===== config.mk =====
export PLATFORM = sky130hd
export DESIGN_NAME = ex_branch_resolve_reg_flat
export DESIGN_NICKNAME = d
export VERILOG_FILES = /design/src/rtl/ex_branch_resolve_reg_if.sv /design/src/rtl/ex_branch_resolve_reg.sv /design/src/flat_wrapper.sv
export SDC_FILE = /design/constraint.sdc
export NUM_CORES = 1
export LEC_CHECK = 0
export CAP_MARGIN = 30
export CELL_PAD_IN_SITES_DETAIL_PLACEMENT = 0
export CELL_PAD_IN_SITES_GLOBAL_PLACEMENT = 1
export CORE_MARGIN = 2
export CORE_UTILIZATION = 26
export DETAILED_ROUTE_END_ITERATION = 8
export PLACE_DENSITY_LB_ADDON = 0.1
export SLEW_MARGIN = 20
export SYNTH_ARGS = -nofsm -noshare
export SYNTH_HDL_FRONTEND = slang
export SYNTH_SLANG_ARGS = --single-unit

===== constraint.sdc =====
create_clock -name CLK -period 2.95 [get_ports CLK]
set_clock_uncertainty 0.05 [all_clocks]
set_input_delay 0.4425 -clock CLK [delete_from_list [all_inputs] [get_ports CLK]]
set_output_delay 0.4425 -clock CLK [all_outputs]
set_load 0.01 [all_outputs]

===== src/rtl/ex_branch_resolve_reg_if.sv =====
// Execute-stage back-end bundle: ALU/decode inputs toward the branch resolver,
// redirect outputs back to the front end and the EX/MEM register toward memory.
interface ex_branch_resolve_reg_if #(
  parameter int XLEN    = 32,
  parameter int REGADDR = 5
);
  logic               EX_VALID;
  logic               STALL;
  logic [XLEN-1:0]    ALU_RESULT;
  logic               EQ_FLAG;
  logic               LT_FLAG;
  logic               LTU_FLAG;
  logic [XLEN-1:0]    PC;
  logic [XLEN-1:0]    IMM;
  logic [3:0]         BRANCH_CTRL;
  logic [REGADDR-1:0] RD;
  logic               REG_WRITE;
  logic               MEM_READ;
  logic               MEM_WRITE;
  logic [2:0]         FUNCT3;
  logic [XLEN-1:0]    STORE_DATA;

  logic               PC_SEL;
  logic [XLEN-1:0]    BRANCH_TARGET;
  logic               FLUSH;
  logic               MISALIGN;
  logic               M_VALID;
  logic [XLEN-1:0]    M_RESULT;
  logic [REGADDR-1:0] M_RD;
  logic               M_REG_WRITE;
  logic               M_MEM_READ;
  logic               M_MEM_WRITE;
  logic [2:0]         M_FUNCT3;
  logic [XLEN-1:0]    M_STORE_DATA;

  modport master (
    output EX_VALID, STALL, ALU_RESULT, EQ_FLAG, LT_FLAG, LTU_FLAG, PC, IMM,
           BRANCH_CTRL, RD, REG_WRITE, MEM_READ, MEM_WRITE, FUNCT3, STORE_DATA,
    input  PC_SEL, BRANCH_TARGET, FLUSH, MISALIGN, M_VALID, M_RESULT, M_RD,
           M_REG_WRITE, M_MEM_READ, M_MEM_WRITE, M_FUNCT3, M_STORE_DATA
  );

  modport slave (
    input  EX_VALID, STALL, ALU_RESULT, EQ_FLAG, LT_FLAG, LTU_FLAG, PC, IMM,
           BRANCH_CTRL, RD, REG_WRITE, MEM_READ, MEM_WRITE, FUNCT3, STORE_DATA,
    output PC_SEL, BRANCH_TARGET, FLUSH, MISALIGN, M_VALID, M_RESULT, M_RD,
           M_REG_WRITE, M_MEM_READ, M_MEM_WRITE, M_FUNCT3, M_STORE_DATA
  );
endinterface


===== src/rtl/ex_branch_resolve_reg.sv =====
// Resolves branches/jumps from ALU flags, drives the combinational redirect and
// flush, and holds the EX/MEM pipeline register.
module ex_branch_resolve_reg #(
  parameter int XLEN    = 32,
  parameter int REGADDR = 5
) (
  input  logic                  CLK,
  input  logic                  RESET,
  ex_branch_resolve_reg_if.slave bus
);

  typedef enum logic {S_IDLE, S_FIRED} state_t;

  state_t             state_q, state_d;
  logic               misalign_q, misalign_d;
  logic               m_valid_q, m_valid_d;
  logic [XLEN-1:0]    m_result_q, m_result_d;
  logic [REGADDR-1:0] m_rd_q, m_rd_d;
  logic               m_reg_write_q, m_reg_write_d;
  logic               m_mem_read_q, m_mem_read_d;
  logic               m_mem_write_q, m_mem_write_d;
  logic [2:0]         m_funct3_q, m_funct3_d;
  logic [XLEN-1:0]    m_store_data_q, m_store_data_d;

  logic            taken;
  logic            is_jal;
  logic            is_jalr;
  logic [XLEN-1:0] target;
  logic            pc_sel;

  always_comb begin
    taken   = 1'b0;
    is_jal  = 1'b0;
    is_jalr = 1'b0;
    case (bus.BRANCH_CTRL)
      4'b1000: taken = bus.EQ_FLAG;
      4'b1001: taken = ~bus.EQ_FLAG;
      4'b1100: taken = bus.LT_FLAG;
      4'b1101: taken = ~bus.LT_FLAG;
      4'b1110: taken = bus.LTU_FLAG;
      4'b1111: taken = ~bus.LTU_FLAG;
      4'b1010: begin taken = 1'b1; is_jal  = 1'b1; end
      4'b1011: begin taken = 1'b1; is_jalr = 1'b1; end
      default: taken = 1'b0;
    endcase
  end

  // JALR target comes from the ALU (rs1+imm) with bit 0 cleared.
  assign target = is_jalr ? {bus.ALU_RESULT[XLEN-1:1], 1'b0} : bus.PC + bus.IMM;

  // A held instruction that already redirected must not redirect again.
  assign pc_sel = bus.EX_VALID & taken & (state_q == S_IDLE) & ~RESET;

  always_comb begin
    state_d        = state_q;
    misalign_d     = misalign_q;
    m_valid_d      = m_valid_q;
    m_result_d     = m_result_q;
    m_rd_d         = m_rd_q;
    m_reg_write_d  = m_reg_write_q;
    m_mem_read_d   = m_mem_read_q;
    m_mem_write_d  = m_mem_write_q;
    m_funct3_d     = m_funct3_q;
    m_store_data_d = m_store_data_q;

    if (pc_sel) begin
      misalign_d = |target[1:0];
    end

    case (state_q)
      S_IDLE:  if (pc_sel && bus.STALL) state_d = S_FIRED;
      S_FIRED: if (!bus.STALL)          state_d = S_IDLE;
      default: state_d = S_IDLE;
    endcase

    if (!bus.STALL) begin
      m_valid_d      = bus.EX_VALID;
      m_result_d     = (is_jal || is_jalr) ? bus.PC + XLEN'(4) : bus.ALU_RESULT;
      m_rd_d         = bus.RD;
      m_reg_write_d  = bus.EX_VALID & bus.REG_WRITE;
      m_mem_read_d   = bus.EX_VALID & bus.MEM_READ;
      m_mem_write_d  = bus.EX_VALID & bus.MEM_WRITE;
      m_funct3_d     = bus.FUNCT3;
      m_store_data_d = bus.STORE_DATA;
    end
  end

  always_ff @(posedge CLK) begin
    if (RESET) begin
      state_q        <= S_IDLE;
      misalign_q     <= 1'b0;
      m_valid_q      <= 1'b0;
      m_result_q     <= '0;
      m_rd_q         <= '0;
      m_reg_write_q  <= 1'b0;
      m_mem_read_q   <= 1'b0;
      m_mem_write_q  <= 1'b0;
      m_funct3_q     <= '0;
      m_store_data_q <= '0;
    end else begin
      state_q        <= state_d;
      misalign_q     <= misalign_d;
      m_valid_q      <= m_valid_d;
      m_result_q     <= m_result_d;
      m_rd_q         <= m_rd_d;
      m_reg_write_q  <= m_reg_write_d;
      m_mem_read_q   <= m_mem_read_d;
      m_mem_write_q  <= m_mem_write_d;
      m_funct3_q     <= m_funct3_d;
      m_store_data_q <= m_store_data_d;
    end
  end

  assign bus.PC_SEL        = pc_sel;
  assign bus.FLUSH         = pc_sel;
  assign bus.BRANCH_TARGET = target;
  assign bus.MISALIGN      = misalign_q;
  assign bus.M_VALID       = m_valid_q;
  assign bus.M_RESULT      = m_result_q;
  assign bus.M_RD          = m_rd_q;
  assign bus.M_REG_WRITE   = m_reg_write_q;
  assign bus.M_MEM_READ    = m_mem_read_q;
  assign bus.M_MEM_WRITE   = m_mem_write_q;
  assign bus.M_FUNCT3      = m_funct3_q;
  assign bus.M_STORE_DATA  = m_store_data_q;

endmodule


===== src/flat_wrapper.sv =====
// flat-port wrapper written by rule: the top's interface ports become plain ports
module ex_branch_resolve_reg_flat 
#(
  parameter int XLEN    = 32,
  parameter int REGADDR = 5
)
  (CLK, RESET, bus_EX_VALID, bus_STALL, bus_ALU_RESULT, bus_EQ_FLAG, bus_LT_FLAG, bus_LTU_FLAG, bus_PC, bus_IMM, bus_BRANCH_CTRL, bus_RD, bus_REG_WRITE, bus_MEM_READ, bus_MEM_WRITE, bus_FUNCT3, bus_STORE_DATA, bus_PC_SEL, bus_BRANCH_TARGET, bus_FLUSH, bus_MISALIGN, bus_M_VALID, bus_M_RESULT, bus_M_RD, bus_M_REG_WRITE, bus_M_MEM_READ, bus_M_MEM_WRITE, bus_M_FUNCT3, bus_M_STORE_DATA);
  ex_branch_resolve_reg_if #(.XLEN(XLEN), .REGADDR(REGADDR)) bus_i ();
  input  logic CLK;
  input  logic RESET;
  input wire logic [$bits(bus_i.EX_VALID)-1:0] bus_EX_VALID;
  input wire logic [$bits(bus_i.STALL)-1:0] bus_STALL;
  input wire logic [$bits(bus_i.ALU_RESULT)-1:0] bus_ALU_RESULT;
  input wire logic [$bits(bus_i.EQ_FLAG)-1:0] bus_EQ_FLAG;
  input wire logic [$bits(bus_i.LT_FLAG)-1:0] bus_LT_FLAG;
  input wire logic [$bits(bus_i.LTU_FLAG)-1:0] bus_LTU_FLAG;
  input wire logic [$bits(bus_i.PC)-1:0] bus_PC;
  input wire logic [$bits(bus_i.IMM)-1:0] bus_IMM;
  input wire logic [$bits(bus_i.BRANCH_CTRL)-1:0] bus_BRANCH_CTRL;
  input wire logic [$bits(bus_i.RD)-1:0] bus_RD;
  input wire logic [$bits(bus_i.REG_WRITE)-1:0] bus_REG_WRITE;
  input wire logic [$bits(bus_i.MEM_READ)-1:0] bus_MEM_READ;
  input wire logic [$bits(bus_i.MEM_WRITE)-1:0] bus_MEM_WRITE;
  input wire logic [$bits(bus_i.FUNCT3)-1:0] bus_FUNCT3;
  input wire logic [$bits(bus_i.STORE_DATA)-1:0] bus_STORE_DATA;
  output wire logic [$bits(bus_i.PC_SEL)-1:0] bus_PC_SEL;
  output wire logic [$bits(bus_i.BRANCH_TARGET)-1:0] bus_BRANCH_TARGET;
  output wire logic [$bits(bus_i.FLUSH)-1:0] bus_FLUSH;
  output wire logic [$bits(bus_i.MISALIGN)-1:0] bus_MISALIGN;
  output wire logic [$bits(bus_i.M_VALID)-1:0] bus_M_VALID;
  output wire logic [$bits(bus_i.M_RESULT)-1:0] bus_M_RESULT;
  output wire logic [$bits(bus_i.M_RD)-1:0] bus_M_RD;
  output wire logic [$bits(bus_i.M_REG_WRITE)-1:0] bus_M_REG_WRITE;
  output wire logic [$bits(bus_i.M_MEM_READ)-1:0] bus_M_MEM_READ;
  output wire logic [$bits(bus_i.M_MEM_WRITE)-1:0] bus_M_MEM_WRITE;
  output wire logic [$bits(bus_i.M_FUNCT3)-1:0] bus_M_FUNCT3;
  output wire logic [$bits(bus_i.M_STORE_DATA)-1:0] bus_M_STORE_DATA;
  assign bus_i.EX_VALID = bus_EX_VALID;
  assign bus_i.STALL = bus_STALL;
  assign bus_i.ALU_RESULT = bus_ALU_RESULT;
  assign bus_i.EQ_FLAG = bus_EQ_FLAG;
  assign bus_i.LT_FLAG = bus_LT_FLAG;
  assign bus_i.LTU_FLAG = bus_LTU_FLAG;
  assign bus_i.PC = bus_PC;
  assign bus_i.IMM = bus_IMM;
  assign bus_i.BRANCH_CTRL = bus_BRANCH_CTRL;
  assign bus_i.RD = bus_RD;
  assign bus_i.REG_WRITE = bus_REG_WRITE;
  assign bus_i.MEM_READ = bus_MEM_READ;
  assign bus_i.MEM_WRITE = bus_MEM_WRITE;
  assign bus_i.FUNCT3 = bus_FUNCT3;
  assign bus_i.STORE_DATA = bus_STORE_DATA;
  assign bus_PC_SEL = bus_i.PC_SEL;
  assign bus_BRANCH_TARGET = bus_i.BRANCH_TARGET;
  assign bus_FLUSH = bus_i.FLUSH;
  assign bus_MISALIGN = bus_i.MISALIGN;
  assign bus_M_VALID = bus_i.M_VALID;
  assign bus_M_RESULT = bus_i.M_RESULT;
  assign bus_M_RD = bus_i.M_RD;
  assign bus_M_REG_WRITE = bus_i.M_REG_WRITE;
  assign bus_M_MEM_READ = bus_i.M_MEM_READ;
  assign bus_M_MEM_WRITE = bus_i.M_MEM_WRITE;
  assign bus_M_FUNCT3 = bus_i.M_FUNCT3;
  assign bus_M_STORE_DATA = bus_i.M_STORE_DATA;
  ex_branch_resolve_reg #(.XLEN(XLEN), .REGADDR(REGADDR)) u_core (.CLK(CLK), .RESET(RESET), .bus(bus_i));
endmodule

-- Yosys cells after proc, flatten, opt, wreduce, memory -nomap -nowiden
Index checks and enable logic that the tools add are counted.
- register bits: 78
- bits of input ports: 150
- output and inout port bits: 111
- word-level logic and storage cells: 43
- add/sub/neg operators: 2
- equal/unequal tests: 8
- mux-type cells: 8
- bitwise gates (word level): 11
- reduce and logical (&&, ||, !) cells: 4
- operator list (kind ; count):
    $mux W32 ; 2
    $add A32 B3 Y32 const B ; 1
    $add A32 B32 Y32 ; 1
    $eq A4 B4 Y1 const B ; 8
    $pmux W1 S7 ; 1
    $and A1 B1 Y1 ; 6
    $not A1 Y1 ; 5
    $mux W1 ; 4
    $reduce_or A2 Y1 ; 2
    $pmux W1 S2 ; 1
    $logic_and A1 B1 Y1 ; 1
    $logic_or A1 B1 Y1 ; 1

-- Depth between registers and ports, before layout
Gate-level depths: netlist of the first run.
- word-level depth: 9
- depth in mapped cells: 10
- gate-level depth less buffers: 10

-- Worst setup path before layout of the first run
Ideal clock, no wire load.
- kind: in2out
- start point: in bus_IMM[0]
- end point: out bus_BRANCH_TARGET[24]
- arrival time: 2.584 ns
- data required time: 2.457 ns
- slack: -0.127 ns
- cell stages on the path: 10
- buffers on the path: 0
- path through: ha_1 > fa_1 > a21oi_1 > o211ai_1 > a21oi_1 > o211a_1 > nor4_1 > a2111oi_1 > xor2_1 > a21oi_1
- cells in the longest elaborated chain, start to end: 2
- ends and longest elaborated chain (element ; RTL line ; RTL):
    from (decl) ; flat_wrapper.sv:18 ; input wire logic [$bits(bus_i.IMM)-1:0] bus_IMM;
    $add A32 B32 Y32 ; ex_branch_resolve_reg.sv:49 ; assign target = is_jalr ? {bus.ALU_RESULT[XLEN-1:1], 1'b0} : bus.PC + bus.IMM;
    $mux W32 ; ex_branch_resolve_reg.sv:49 ;
    to (decl) ; flat_wrapper.sv:27 ; output wire logic [$bits(bus_i.BRANCH_TARGET)-1:0] bus_BRANCH_TARGET;
Every way passes these cells.

-- Final worst setup path of the first run
- start point: in bus_PC[0]
- end point: out bus_BRANCH_TARGET[27]
- cells in the longest elaborated chain, start to end: 2
- ends and longest elaborated chain (element ; RTL line ; RTL):
    from (decl) ; flat_wrapper.sv:17 ; input wire logic [$bits(bus_i.PC)-1:0] bus_PC;
    $add A32 B32 Y32 ; ex_branch_resolve_reg.sv:49 ;
    $mux W32 ; ex_branch_resolve_reg.sv:49 ;
Every way passes these cells.

==> run summary, run 1 <==
type of the worst setup path = in2out
net total in the final layout = 1295
post-detailed-placement half-perimeter wirelength = 17800 um
worst relative slew slack = 43.6%
number of warnings issued by yosys = 0
post-synth top area share = 28.3%
met2 Resource Use GR = 32.4%
number of remaining DRC errors = 0
area of the multi-input gates = 4440 um^2
highest clock rate = 301 MHz
final weighted congestion of routability-driven global placement = 0.887
area enclosed by the die boundary = 22400 um^2
most frequent cell after synthesis = nor2_1
static leakage power = 4.33 nW
maximum buffer depth of the clock tree = 2
CORE AREA = 21000 um^2
most common library cells after synthesis = 141 x nor2_1, 78 x dfxtp_1, 76 x a21oi_1, 55 x nand2_1, 42 x mux2i_1
proportion of layout cells with a drive suffix above 1 = 28.3%
setup repair after global routing missed its margin = yes
antenna diode instance count = 0
biggest area consumer among synthesized cells = dfxtp_1
commonest register cell after synthesis = dfxtp_1
clock-pin transition on the worst setup and hold timing paths = 60 ps
wire length of the first global-routing pass = 34500 um
max-capacitance violation count = 0
Post-Synthesis Mean Instance Area = 7.61 um^2
final worst-path cycle share = 113%
leading post-synthesis cells by cell area = dfxtp_1 28%, nor2_1 9.6%, mux2i_1 7.6%
clock sink count = 78
count of input and output buffers = 260
worst-case vdd ir drop = 0.210 mV
nature of the critical path endpoint = output port
CP max-delay cell = a221o_1
pin count of the biggest net entering global routing = 80
number of different library cells in the post-synthesis netlist = 57
Min Clock Period, post-route = 3320 ps
CP Buf/Inv Count = 4
fraction of synthesis flops using an asynchronous set or reset pin = 0%
first drt pass iteration count = 4
post-route setup TNS = -2580 ps
met1 track utilization from global routing = 26.9%
flip-flop and latch count after synthesis = 78
Largest stage delay, worst path = 360 ps
status = finished, violations left
die outline width = 150 um
global routing usage summed across all routing layers = 19.8%
initial antenna violation count = 0
global routing met3 resource utilization = 2.90%
critical-path cell list = buf_8, ha_4, buf_6, a211oi_4, o211ai_1, a221o_1, nand2_2, o211ai_1, buf_4, a311oi_2, xor2_1, o21ai_1, buf_2
sequential cell area in the final layout = 1560 um^2
setup slack after layout = -372 ps
Critical Path Most Common Cell = o211ai_1
violated checks = setup timing
standard-cell rows = 53
via/cell ratio = 4.72
sort of element at the start of the critical path = primary input
effective utilization at floorplan = 26.3%
gr ovfl total = 0
via total after detailed routing = 6572
y dimension of the die = 150 um
Mapped Nets = 909
power density normalized to cell area = 384 nW/um^2
family with the most delay on the worst path = compound AO/OA/AOI/OAI gates
number of buffers created by CTS = 9
Crit Path Max Fanout = 2
vias in the first global route = 6404
summed instance area of the synthesized netlist = 5520 um^2
wire length after detailed routing = 23000 um
Detail Route Antenna Nets = 0
required time worst endpoint = 2460 ps
number of hold buffers added after CTS = 0
Boundary Pins = 261
number of max-slew violations in the final report = 0
final count of hold timing violations = 0
transition at the pin with the smallest max-transition slack = 845 ps
post-synthesis sequential area ratio = 28.3%
root buffer cell = clkbuf_16
detailed router's first-iteration violation count = 152
Layout area overhead = 87.3%
Worst Path Arrival = 2830 ps
worst min-delay path category = reg2reg
final setup fails = 14
wire length per cell after detailed routing = 16.5 um
layer with the highest usage after global routing = met2
synthesized instance count = 726
number of H-tree branching levels = 3
number of enable-type register cells in the synthesized netlist = 0
TritonCTS clock tree = done
count of fill cells added during filler insertion = 2084
clock network latency to the later pin of the worst-skew pair = 340 ps
Util after Layout = 49.3%
total power of the final layout = 3.97 mW
## path summary, 6_finish.rpt
path                                         from                              endpoint  slack [ps]  depth (start not counted)
max                                     bus_PC[0]                 bus_BRANCH_TARGET[27]        -370                         13
min          u_core.bus.M_RESULT[21]$_SDFFE_PP0N_  u_core.bus.M_RESULT[21]$_SDFFE_PP0N_         410                          2
max reg2reg             u_core.state_q$_SDFF_PP0_      u_core.bus.MISALIGN$_SDFFE_PP0P_        1740                          6
min reg2reg  u_core.bus.M_RESULT[21]$_SDFFE_PP0N_  u_core.bus.M_RESULT[21]$_SDFFE_PP0N_         410                          2
## where the power goes
part	leakage (nW)	internal [mW]	switching (mW)	total (mW)
clock network	0.147	0.662	0.461	1.12
logic	3.54	0.924	0.779	1.70
registers	0.643	1.12	0.0304	1.15
## layer usage
| metal | vias up | wire length (um) |
|---|---|---|
| li1 | 3356 | - |
| met1 | 2977 | 10700 |
| met2 | 219 | 10600 |
| met3 | 20 | 1440 |
| met4 | 0 | 348 |
| met5 | - | 0 |
## flip-flops by register name, summed over array words and instances (netlist names)
| signal | count |
|---|---|
| u_core.bus.M_REG_WRITE | 1 |
| u_core.bus.M_RD | 5 |
| u_core.state_q | 1 |
| u_core.bus.MISALIGN | 1 |
| u_core.bus.M_FUNCT3 | 3 |
| u_core.bus.M_STORE_DATA | 32 |
| u_core.bus.M_MEM_READ | 1 |
| u_core.bus.M_MEM_WRITE | 1 |
| u_core.bus.M_RESULT | 32 |
| u_core.bus.M_VALID | 1 |
## metrics by stage
step	setup WS, ps	std cells	instance area (um^2)	hold WS, ps
2_1_floorplan	-2.66	726	5540	425
3_3_place_gp	-1250	1355	9350	400
3_5_place_dp	-1290	1355	9350	404
4_1_cts	-387	1385	10100	411
5_1_grt	-446	1392	10300	444
6_report	-372	1392	10300	411
## cells by family (layout without fill, tap and decap cells)
family          after synthesis  in the layout  share of synthesized area (%)
compound gates              192            192                           21.1
xor+xnor                     57             57                           9.04
fa+ha+maj                    33             33                           7.61
buf+inv                      50            441                           3.69
flops                        78             78                           28.3
mux                          43             43                           7.82
simple gates                273            273                           22.4
## tightest hold or removal path, cell delays in order, from the launching register on
cell	delay [ps]
dfxtp_1	310
nand2_1	60
a21oi_1	50
## cell type report
class	count	share of cell area, %
clock buffer	10	2.21
clock inverter	6	0.678
inverter	10	0.363
multi-input combinational	598	43.0
sequential	78	15.1
tap	275	3.33
timing repair buffer	415	35.3
## cell usage in the layout, fill, tap and decap left out, types with 6 or more instances in the layout
| master | netlist | final |
|---|---|---|
| ha_1 | 32 | 10 |
| o21ai_0 | 25 | 15 |
| buf_2 | 4 | 29 |
| a21oi_1 | 76 | 58 |
| o21ai_1 | 11 | 13 |
| xor2_1 | 19 | 18 |
| o22ai_1 | 8 | 7 |
| buf_6 | 1 | 15 |
| dlygate4sd2_1 | 0 | 19 |
| and3_1 | 8 | 7 |
| ha_4 | 0 | 22 |
| mux2i_1 | 42 | 42 |
| xnor2_1 | 38 | 33 |
| clkdlybuf4s50_1 | 0 | 188 |
| a21oi_2 | 0 | 13 |
| clkbuf_2 | 0 | 7 |
| nor2_1 | 141 | 135 |
| dfxtp_1 | 78 | 78 |
| inv_1 | 10 | 9 |
| o21ai_2 | 0 | 6 |
| nand3_1 | 18 | 15 |
| a21o_1 | 19 | 19 |
| clkbuf_16 | 0 | 9 |
| a211oi_1 | 24 | 21 |
| nand4_1 | 14 | 14 |
| nand2_1 | 55 | 50 |
| buf_4 | 1 | 145 |
## what timing repair did
item | CTS | global route
endpoints found under the setup margin | 29 | 24
resized for setup | 290 | 58
buffers inserted | 18 | 8
pin swaps | 78 | 57
No activity file was read; power rests on OpenSTA's default activity.
==> run 2, diff against run 1 <==
Settings changed: ABC_CLOCK_PERIOD_IN_PS set to 2950.
==> results of run 2 <==
The final DEF is identical to that of run 1; final timing and power are the same.
==> run 3, diff against run 2 <==
Settings changed: ABC_CLOCK_PERIOD_IN_PS 2950 to 3800, CORE_UTILIZATION 26 to 29.
Clock period 2.95 ns to 3.8 ns, I/O delays scaled along.
==> run summary, run 3 (synthesized netlist as in run 1, its figures left out) <==
standard-cell rows = 50 (-5.7%)
gr ovfl total = 0 (unchanged)
CORE AREA = 18700 um^2 (-11%)
y dimension of the die = 142 um (-5.2%)
number of remaining DRC errors = 0 (unchanged)
effective utilization at floorplan = 29.5% (+3.2 points)
required time worst endpoint = 3180 ps (+720 ps)
clock network latency to the later pin of the worst-skew pair = 330 ps (about the same)
post-route setup TNS = -51.9 ps (+2530 ps)
type of the worst setup path = in2out
status = finished, violations left
final setup fails = 1 (-13)
Detail Route Antenna Nets = 0 (unchanged)
max-capacitance violation count = 0 (unchanged)
final count of hold timing violations = 0 (unchanged)
switching share of power = 30.5% (-1.5 points)
hold-critical path endpoint = u_core.bus.M_RESULT[21]$_SDFFE_PP0N_
relative contribution of combinational cells to total power = 40.8% (-2.1 points)
number of cells traversed by the worst hold path = 2 (unchanged)
violated checks = setup timing
worst-case vdd ir drop = 0.226 mV (+7.6%)
number of buffers created by CTS = 9 (unchanged)
clock sink count = 78 (unchanged)
root buffer cell = clkbuf_16
post-placement cell count = 1287 (-5.0%)
Worst Path Arrival = 3230 ps (+400 ps)
static leakage power = 4.13 nW (-4.7%)
final weighted congestion of routability-driven global placement = 0.836 (-5.7%)
number of H-tree branching levels = 3 (unchanged)
worst min-delay path category = reg2reg
register-to-register path setup slack = 2620 ps (+880 ps)
transition at the pin with the smallest max-transition slack = 848 ps (+2.82 ps)
number of max-slew violations in the final report = 0 (unchanged)
worst relative slew slack = 43.4% (-0.19 points)
number of cell instances on the worst register-to-register path = 6 (unchanged)
Boundary Pins = 261 (unchanged)
die outline width = 142 um (-5.2%)
clock-pin transition on the worst setup and hold timing paths = 60 ps (about the same)
sequential power share = 30.2% (+1.3 points)
vias in the first global route = 5967 (-6.8%)
hold path startpoint = u_core.bus.M_RESULT[21]$_SDFFE_PP0N_
Min Clock Period, post-route = 3850 ps
maximum buffer depth of the clock tree = 2 (unchanged)
count of fill cells added during filler insertion = 1823 (-13%)
net total in the final layout = 1253 (-3.2%)
standard cell area after detailed placement = 9080 um^2 (-2.9%)
post-detailed-placement half-perimeter wirelength = 16900 um (-5.1%)
initial antenna violation count = 0 (unchanged)
setup repair after global routing missed its margin = yes
internal power contribution = 2.05 mW (-24%)
final worst-path cycle share = 101%
area enclosed by the die boundary = 20200 um^2 (-10%)
wire length per cell after detailed routing = 16.3 um (-1.3%)
via total after detailed routing = 6336 (-3.6%)
detailed router's first-iteration violation count = 176 (+16%)
most frequent cells in the layout = 216 x clkdlybuf4s50_1, 139 x nor2_1, 111 x buf_4
nature of the critical path endpoint = output port
final cell area excluding filler cells = 9740 um^2 (-5.8%)
proportion of layout cells with a drive suffix above 1 = 17.7% (-11 points)
TritonCTS clock tree = done
power density normalized to cell area = 303 nW/um^2 (-21%)
worst reg2reg path endpoint = u_core.bus.MISALIGN$_SDFFE_PP0P_
count of input and output buffers = 260 (unchanged)
global routing usage summed across all routing layers = 20.2% (+0.42 points)
clock share of power = 29.1% (+0.9 points)
Layout area overhead = 76.3%
highest clock rate = 260 MHz
total power of the final layout = 2.95 mW (-26%)
Crit Path Max Fanout = 4 (+2)
switching pwr = 900 uW (-29%)
via/cell ratio = 4.84 (+2.5%)
antenna diode instance count = 0 (unchanged)
setup slack after layout = -51.9 ps (+320 ps)
wire length of the first global-routing pass = 32000 um (-7.2%)
startpoint of the most critical register-to-register path = u_core.state_q$_SDFF_PP0_
sort of element at the start of the critical path = primary input
first drt pass iteration count = 4 (unchanged)
count of placed standard cells in the final layout, fillers left out = 1309 (-6.0%)
pin count of the biggest net entering global routing = 80 (unchanged)
commonest non-fill, non-tap cell in the layout = clkdlybuf4s50_1
wire length after detailed routing = 21400 um (-7.2%)
run 3: changes by cell type in the layout (fill, tap and decap cells not counted), moves of 5 or more:
cell,previous run,this run
dlymetal6s2s_1,2,14
clkdlybuf4s50_1,188,216
a21oi_1,58,68
a21oi_2,13,7
xnor2_2,5,0
clkbuf_2,7,2
buf_4,145,111
ha_1,10,16
buf_2,29,7
buf_6,15,1
ha_4,22,16
xnor2_1,33,38
run 3: cell type report:
class                   count  area, um^2  share of cell area (%)
repair buffers            373        3450                    35.4
multi-input cells         598        4100                    42.1
well taps                 234         293                    3.01
clock inverters             5        56.3                   0.578
flip-flops and latches     78        1560                    16.0
clock buffers              11         243                    2.49
inverters                  10        37.5                   0.386
run 3: power by group through the flow:
stage / clock network (mW) / logic (mW) / registers [mW]
4_1_cts: 0.887 / 1.17 / 0.892
5_1_grt: 0.915 / 1.30 / 0.897
3_3_place_gp: 0 / 1.17 / 0.907
6_report: 0.858 / 1.20 / 0.892
2_1_floorplan: 0 / 0.478 / 0.932
3_5_place_dp: 0 / 1.17 / 0.910
run 3: repair_timing:
| item | 4_1_cts | 5_1_grt |
|---|---|---|
| gates cloned | 0 | 0 |
| pin swaps | 28 | 20 |
| setup endpoints to repair | 23 | 15 |
| setup buffers | 5 | 1 |
| hold buffers | 0 | 0 |
| resized for setup | 71 | 52 |
run 3: per-stage QoR:
| stage | util (%) | hold WS [ps] | worst slack (ps) |
|---|---|---|---|
| 2_1_floorplan | - | 425 | 468 |
| 3_3_place_gp | 48.5 | 399 | -658 |
| 3_5_place_dp | 48.5 | 405 | -660 |
| 4_1_cts | 50.7 | 413 | -50.1 |
| 5_1_grt | 52.0 | 440 | -155 |
| 6_report | 52.0 | 413 | -51.9 |
run 3: per-layer routing:
layer / up-vias / global-route usage (%) / part of all wire, %
met3: 18 / 3.06 / 5.6
met2: 200 / 32.7 / 45
met5: - / 0 / 0
met4: 0 / 5.42 / 1.6
li1: 3277 / - / -
met1: 2841 / 28.1 / 48
run 3: worst max-delay path, stage by stage:
cell             delay [ps]
clkdlybuf4s50_1         480
ha_1                    330
inv_1                    80
o211ai_1                 80
buf_4                   160
a211oi_2                 60
buf_4                   150
o22ai_2                 190
and3_1                  190
a31oi_1                 110
or4b_1                  510
nand3_1                  90
clkdlybuf4s15_2         230
run 3: how the worst max path moves through the flow:
stage	start	to	cells after the start
after detailed placement	bus_PC[0]	bus_BRANCH_TARGET[30]	13
final	bus_PC[5]	bus_BRANCH_TARGET[30]	13
after floorplan	bus_IMM[0]	bus_BRANCH_TARGET[24]	10
after global routing	bus_PC[8]	bus_BRANCH_TARGET[30]	12
after CTS	bus_PC[11]	bus_BRANCH_TARGET[30]	11
after global placement	bus_PC[0]	bus_BRANCH_TARGET[30]	13
